File: src/rtl/vga_timing_gen.sv
// vga_timing_gen: raster timing generator with pipelined sync/de alignment and RGB blanking.
// Coordinates are undelayed; sync/de/colour trail them by PIPE_DELAY edges.
module vga_timing_gen #(
   parameter int H_ACTIVE   = 800,
   parameter int H_FP       = 40,
   parameter int H_SYNC     = 128,
   parameter int H_BP       = 88,
   parameter int V_ACTIVE   = 600,
   parameter int V_FP       = 1,
   parameter int V_SYNC     = 4,
   parameter int V_BP       = 23,
   parameter bit HS_POL     = 1'b1,
   parameter bit VS_POL     = 1'b1,
   parameter int PIPE_DELAY = 2,
   parameter int COLOR_W    = 4,
   parameter int FRAME_W    = 16,
   localparam int H_TOTAL   = H_ACTIVE + H_FP + H_SYNC + H_BP,
   localparam int V_TOTAL   = V_ACTIVE + V_FP + V_SYNC + V_BP,
   localparam int HW        = $clog2(H_TOTAL),
   localparam int VW        = $clog2(V_TOTAL)
) (
   input  logic                 vga_clk,
   input  logic                 reset,
   output logic [HW-1:0]        pix_x,
   output logic [VW-1:0]        pix_y,
   output logic                 pix_req,
   output logic                 frame_start,
   output logic [FRAME_W-1:0]   frame_count,
   input  logic [3*COLOR_W-1:0] pix_rgb,
   output logic                 vga_hs,
   output logic                 vga_vs,
   output logic                 vga_de,
   output logic [COLOR_W-1:0]   vga_r,
   output logic [COLOR_W-1:0]   vga_g,
   output logic [COLOR_W-1:0]   vga_b
);
   localparam int D = PIPE_DELAY + 1;
   localparam logic [HW-1:0] H_LAST = HW'(H_TOTAL - 1);
   localparam logic [HW-1:0] H_ACT  = HW'(H_ACTIVE);
   localparam logic [HW-1:0] H_HS0  = HW'(H_ACTIVE + H_FP);
   localparam logic [HW-1:0] H_HS1  = HW'(H_ACTIVE + H_FP + H_SYNC);
   localparam logic [VW-1:0] V_LAST = VW'(V_TOTAL - 1);
   localparam logic [VW-1:0] V_ACT  = VW'(V_ACTIVE);
   localparam logic [VW-1:0] V_VS0  = VW'(V_ACTIVE + V_FP);
   localparam logic [VW-1:0] V_VS1  = VW'(V_ACTIVE + V_FP + V_SYNC);

   if (H_ACTIVE < 1 || H_FP < 1 || H_SYNC < 1 || H_BP < 1 ||
       V_ACTIVE < 1 || V_FP < 1 || V_SYNC < 1 || V_BP < 1 ||
       PIPE_DELAY < 0 || PIPE_DELAY > 15) begin : g_bad_param
      $error("vga_timing_gen: illegal timing parameters");
   end

   logic [HW-1:0]      r_h, w_nxt_h;
   logic [VW-1:0]      r_v, w_nxt_v;
   logic               r_run;
   logic [FRAME_W-1:0] r_frame;
   logic               w_h_last, w_v_last, w_de, w_hs, w_vs;
   logic [D-1:0]       r_de_d, r_hs_d, r_vs_d, w_de_sh, w_hs_sh, w_vs_sh;
   logic [COLOR_W-1:0] r_r, r_g, r_b;

   assign w_h_last = r_h == H_LAST;
   assign w_v_last = r_v == V_LAST;

   // r_run holds the counters at 0,0 for the first edge after reset release
   always_comb begin
      w_nxt_h = (r_run && !w_h_last) ? r_h + 1'b1 : '0;
      w_nxt_v = (!r_run || (w_h_last && w_v_last)) ? '0 : w_h_last ? r_v + 1'b1 : r_v;
      w_de    = (w_nxt_h < H_ACT) && (w_nxt_v < V_ACT);
      w_hs    = (w_nxt_h >= H_HS0) && (w_nxt_h < H_HS1);
      w_vs    = (w_nxt_v >= V_VS0) && (w_nxt_v < V_VS1);
      w_de_sh = (r_de_d << 1) | D'(w_de);
      w_hs_sh = (r_hs_d << 1) | D'(w_hs);
      w_vs_sh = (r_vs_d << 1) | D'(w_vs);
   end

   always_ff @(posedge vga_clk) begin
      if (!reset) begin
         r_h     <= '0;
         r_v     <= '0;
         r_run   <= 1'b0;
         r_frame <= '0;
         r_de_d  <= '0;
         r_hs_d  <= '0;
         r_vs_d  <= '0;
         {r_r, r_g, r_b} <= '0;
      end else begin
         r_h     <= w_nxt_h;
         r_v     <= w_nxt_v;
         r_run   <= 1'b1;
         r_frame <= (r_run && w_h_last && w_v_last) ? r_frame + 1'b1 : r_frame;
         r_de_d  <= w_de_sh;
         r_hs_d  <= w_hs_sh;
         r_vs_d  <= w_vs_sh;
         {r_r, r_g, r_b} <= w_de_sh[PIPE_DELAY] ? pix_rgb : '0;
      end
   end

   assign pix_x       = r_h;
   assign pix_y       = r_v;
   assign pix_req     = r_run && (r_h < H_ACT) && (r_v < V_ACT);
   assign frame_start = r_run && (r_h == '0) && (r_v == '0);
   assign frame_count = r_frame;
   assign vga_de      = r_de_d[PIPE_DELAY];
   assign vga_hs      = r_hs_d[PIPE_DELAY] ~^ HS_POL;
   assign vga_vs      = r_vs_d[PIPE_DELAY] ~^ VS_POL;
   assign vga_r       = r_r;
   assign vga_g       = r_g;
   assign vga_b       = r_b;
endmodule

File: config.mk
export PLATFORM = sky130hd
export DESIGN_NAME = vga_timing_gen
export DESIGN_NICKNAME = d
export VERILOG_FILES = /design/src/rtl/vga_timing_gen.sv
export SDC_FILE = /design/constraint.sdc
export NUM_CORES = 1
export LEC_CHECK = 0
export CORE_MARGIN = 5
export CORE_UTILIZATION = 23
export CTS_CLUSTER_DIAMETER = 200
export DETAILED_ROUTE_END_ITERATION = 12
export PLACE_DENSITY = 0.52
export REMOVE_ABC_BUFFERS = 1
export SLEW_MARGIN = 10
export SYNTH_ARGS = -nofsm -noshare
export SYNTH_HDL_FRONTEND = slang
export SYNTH_SLANG_ARGS = --single-unit
export TNS_END_PERCENT = 20
File: constraint.sdc
create_clock -name vga_clk -period 2.8 [get_ports vga_clk]
set_input_delay 0.42 -clock vga_clk [delete_from_list [all_inputs] [get_ports vga_clk]]
set_output_delay 0.42 -clock vga_clk [all_outputs]
set_load 0.1 [all_outputs]
# [Word level (Yosys, flattened, before mapping)]
# Index checks and enable logic that the tools add are counted.
[word_totals] regBits=59 in_bits=14 out_inout_bits=54
[classes] addsub=3 order_cmp=8 eq_ne=2 n_mux=4 bitwise=3 n_reduce_logical=17
[ops] operator="11-bit by 10-bit < comparator with 1-bit output, second input constant" count=3
[ops] operator="10-bit < comparator, second input constant" count=3
[ops] operator="10-bit 2-to-1 mux" count=2
[ops] operator="16-bit by 1-bit adder with 16-bit output, second input constant" count=1
[ops] operator="11-bit by 1-bit adder with 11-bit output, second input constant" count=1
[ops] operator="11-bit equality test, second input constant" count=1
[ops] operator="11-bit by 10-bit greater-or-equal comparator with 1-bit output, second input constant" count=1
[ops] operator="1-bit logical AND" count=11
[ops] operator="11-bit zero test" count=1
[ops] operator="11-bit 2-to-1 mux" count=1
[ops] operator="10-bit by 1-bit adder with 10-bit output, second input constant" count=1
[ops] operator="10-bit equality test, second input constant" count=1
[ops] operator="10-bit greater-or-equal comparator, second input constant" count=1
[ops] operator="10-bit zero test" count=1
[ops] operator="3-bit by 1-bit OR with 3-bit output" count=3
[ops] operator="1-bit zero test" count=2
[ops] operator="2-bit AND reduction" count=1
[ops] operator="1-bit logical OR" count=1
[ops] operator="1-bit 2-to-1 mux" count=1

# [Logic depth before layout (Yosys ltp)]
[logic_depth] depth_word=8 mapped_depth=9

# [Worst setup path after synthesis]
# Ideal clock, no wire load.
[synth_timing] kind="register to output" startpoint="register r_h[6] (netlist: pix_x[6])" endpoint="output pix_req" arrival_ps=5877 required_ps=2380 slack_ps=-3497 stages_incl_launch_ff=4 path_cell_list="dfxtp_1 -> nor3_4 -> nor2_1 -> a2111oi_0"
[synth_via] elab_chain_len=3
[synth_rtl] element="start, declared" line_no="53" text="logic [HW-1:0] r_h, w_nxt_h;"
[synth_rtl] element="start signal, assigned" line_no="87" text="r_h <= w_nxt_h;"
[synth_rtl] element="11-bit by 10-bit < comparator with 1-bit output" line_no="100" text="assign pix_req = r_run && (r_h < H_ACT) && (r_v < V_ACT);"
[synth_rtl] element="1-bit logical AND (2 in a row)" line_no="100"
[synth_rtl] element="end, declared" line_no="26" text="output logic pix_req,"
# No other way between the ends.

# [Worst setup path in the final report]
[layout_timing] startpoint="register r_h[0] (netlist: pix_x[0])" endpoint="register r_frame[15] (netlist: frame_count[15])"
[layout_via] elab_chain_len=3
[layout_rtl] element="11-bit equality test" line_no="61" text="assign w_h_last = r_h == H_LAST;"
[layout_rtl] element="1-bit logical AND (2 in a row)" line_no="90" text="r_frame <= (r_run && w_h_last && w_v_last) ? r_frame + 1'b1 : r_frame;"
[layout_rtl] element="end signal, assigned" line_no="90"
[layout_rtl] element="end, declared" line_no="56" text="logic [FRAME_W-1:0] r_frame;"
# No other way between the ends.
# A chain may end at the register's enable or synchronous reset.

==> flow_summary.ini <==
[clocking]
hold_buffers = 0
cts_buffers = 9
clk_pin_slew_ns = 0.06
cts.sinks = 59
cts_tree = done
h-tree-depth = 3
clock_latency_ns = 0.33
ctsRootBufferMaster = clkbuf_16
cts_setup_buffers = 0
clock_path_buffers = 2
cts_resized = 0

[grt]
grt_usage_pct = 10.6
grt_pass1_wl_mm = 12.2
antenna_found_initial = 0
grt_pass1_vias = 2389
grt_max_degree = 37
grt.overflow.total = 0

[layout]
mostFrequentLayoutCells = 59 x dfxtp_1, 59 x buf_4, 28 x nor2_1, 20 x xnor2_1
fin_cells = 527
ff_latch_area_um2 = 1180
diodes = 0
area_delta_synth_final_pct = 35.6
multiInputGateArea_um2 = 1440
fill_cells = 1284
drive_gt1_share_pct = 22.6
nets = 394

[logic_synthesis]
synthAdderAreaFrac_pct = 2.27
ys_types = 45
ys_seq_area_share_pct = 42.8
synthArstFlopShare_pct = 0
synth_top_family_by_area = simple AND/OR/NAND/NOR gates
ys.flop_type = dfxtp_1
netlist_area_um2 = 2760
synth_edf_count = 0
synthMuxAreaShare_pct = 0.771
ys_ff_latch = 59
synth_xor_area_share_pct = 9.52
syn_inst = 306
yosys.area_share.simple_pct = 33.2
synth_compound_area_share_pct = 6.39
yosysWarnings = 0
syn-mean-instance-area_um2 = 9.02

[pwr]
p_sw_share_pct = 23.1
p_sw_mw = 0.467
power_frac_comb_pct = 6.5
power.density_nw_per_um2 = 541
p_seq_share_pct = 42.3
p_int_mw = 1.56
ir_worst_vdd_mv = 0.229
power.total_mw = 2.02
power_leakage_nw = 1.52
clkPwrFrac_pct = 51.3

[sta]
period_share_pct = 92.2
finalClockSkew_ns = 0.0107
fin_tns_setup_ns = 0
setup_viol = 0
max-slew-margin-rel_pct = 64.0
hold_viol_final = 0
rsz0062_at_grt = no
post-route-min-period_ns = 2.58
timing.hold.ws_ns = 0.423
max_freq_mhz = 388
worst_pin_slew_ns = 0.527
report.final.slew_viol_count = 0

[worst_setup_path]
crit_type = register to register
critPathSlowestCell = or4_1
cp-end-kind = register
critical_path_required_ns = 3.05
cp.arrival_ns = 2.84
reg2regPathDepth = 6
start_kind = register
regToRegSetupSlack_ns = 0.22
cp_num_buf_inv = 0
cp_max_fo = 9
cp_cell_sequence = ha_1 -> and4_1 -> nand4_2 -> or4_1 -> or3_1 -> a21boi_1
rr_startpoint = pix_x[0]
worstReg2RegEnd = frame_count[15]
cpLargestDelayFamily = simple AND/OR/NAND/NOR gates
max_stage_delay_ns = 0.69

[drt]
ant_nets = 0
routed_wl_mm = 7.33
post-route-drc-count = 0
avgRoutedWirePerCell_um = 13.9
dr_total_vias = 2399
vias_per_cell = 4.55
first_pass_iters = 5
drtIter0Drc = 134

[floorplan]
io_pins = 68
die_h_um = 120
std_cell_rows = 40
core_um2 = 11900
initial_utilization_pct = 23.2
die-area_um2 = 14300
die_x_um = 120

[min_path]
hold_end = r_de_d[1]
hold_class = register to register
worstHoldStart = r_de_d[0]
worstHoldPathCells = 1

[placement]
gp_congestion = 0.834
port_buffers = 67
place_inst = 511
dp_hpwl_mm = 5.41

[outcome]
status = complete, no violations

[flow_run]
cap_viol_max_count = 0
synth_stat cells (all sizes together), types with 2 or more instances:
cell	number	area, µm²
clkbuf	6	22.5
o21ai	10	50.1
and4	5	43.8
ha	5	62.6
inv	15	56.3
or4	2	15.0
nand3	15	75.1
o211ai	2	15.0
nor2	28	105
a21oi	6	30.0
nand4b	3	26.3
dfxtp	59	1180
nand4	11	81.3
a21boi	3	22.5
and2	19	119
nor4b	5	65.1
and3	19	119
nand2	17	63.8
buf	9	61.3
xnor2	20	175
nor3	15	86.3
or4b	2	20.0
xor2	10	87.6
or3	6	37.5
sequential cells by signal, indices dropped and copies added (netlist names):
register,cells
pix_y,10
r_de_d,3
vga_g,4
vga_b,4
r_vs_d,3
r_hs_d,3
frame_count,16
vga_r,4
pix_x,11
r_run,1
cell type report:
| cell class | count | share of cell area, % |
|---|---|---|
| Multi-Input combinational cell | 217 | 38.4 |
| Sequential cell | 59 | 31.6 |
| Timing Repair Buffer | 73 | 15.8 |
| Clock buffer | 12 | 7.12 |
| Tap cell | 147 | 4.91 |
| Inverter | 15 | 1.50 |
| Clock inverter | 4 | 0.635 |
metal layers:
metal	routed length [µm]	up-vias	GRT usage (%)
met5	0	-	0
met4	82	0	3.29
met3	510	9	4.38
met2	3170	79	15.9
met1	3560	1101	13.9
li1	-	1210	-
through the flow:
| step | utilization (%) | cell area [µm²] | setup slack [ns] |
|---|---|---|---|
| after floorplan | - | 2680 | -3.56 |
| after global placement | 29.0 | 3450 | 0.315 |
| after detailed placement | 29.0 | 3450 | 0.247 |
| after CTS | 31.4 | 3740 | 0.203 |
| after global routing | 31.4 | 3740 | 0.00413 |
| final | 31.4 | 3740 | 0.219 |
how the worst max path moves through the flow:
| stage | startpoint | end | slack, ns | depth (start not counted) |
|---|---|---|---|---|
| floorplan | pix_x[5] | pix_req | -3.56 | 3 |
| global placement | pix_x[0] | frame_count[11] | 0.31 | 7 |
| detailed placement | pix_x[0] | frame_count[15] | 0.25 | 6 |
| CTS | pix_x[5] | pix_req | 0.20 | 5 |
| global route | pix_x[0] | frame_count[11] | 0.004 | 7 |
| finish | pix_x[0] | frame_count[15] | 0.22 | 6 |
power by group through the flow:
| stage | clock network, mW | logic [mW] | registers (mW) |
|---|---|---|---|
| CTS | 1.08 | 0.133 | 0.855 |
| finish | 1.04 | 0.131 | 0.856 |
| floorplan | 0 | 0.0294 | 0.921 |
| global route | 1.12 | 0.138 | 0.856 |
| detailed placement | 0 | 0.132 | 0.873 |
| global placement | 0 | 0.132 | 0.873 |
logic make-up after synthesis:
family                     Yosys count
AOI/OAI and AO/OA                   28
xor gates and xnor gates            30
adders and majority gates            5
buffers and inverters               30
DFF                                 59
muxes                                2
and+or+nand+nor                    152
Power figures use the tool's default switching activity.
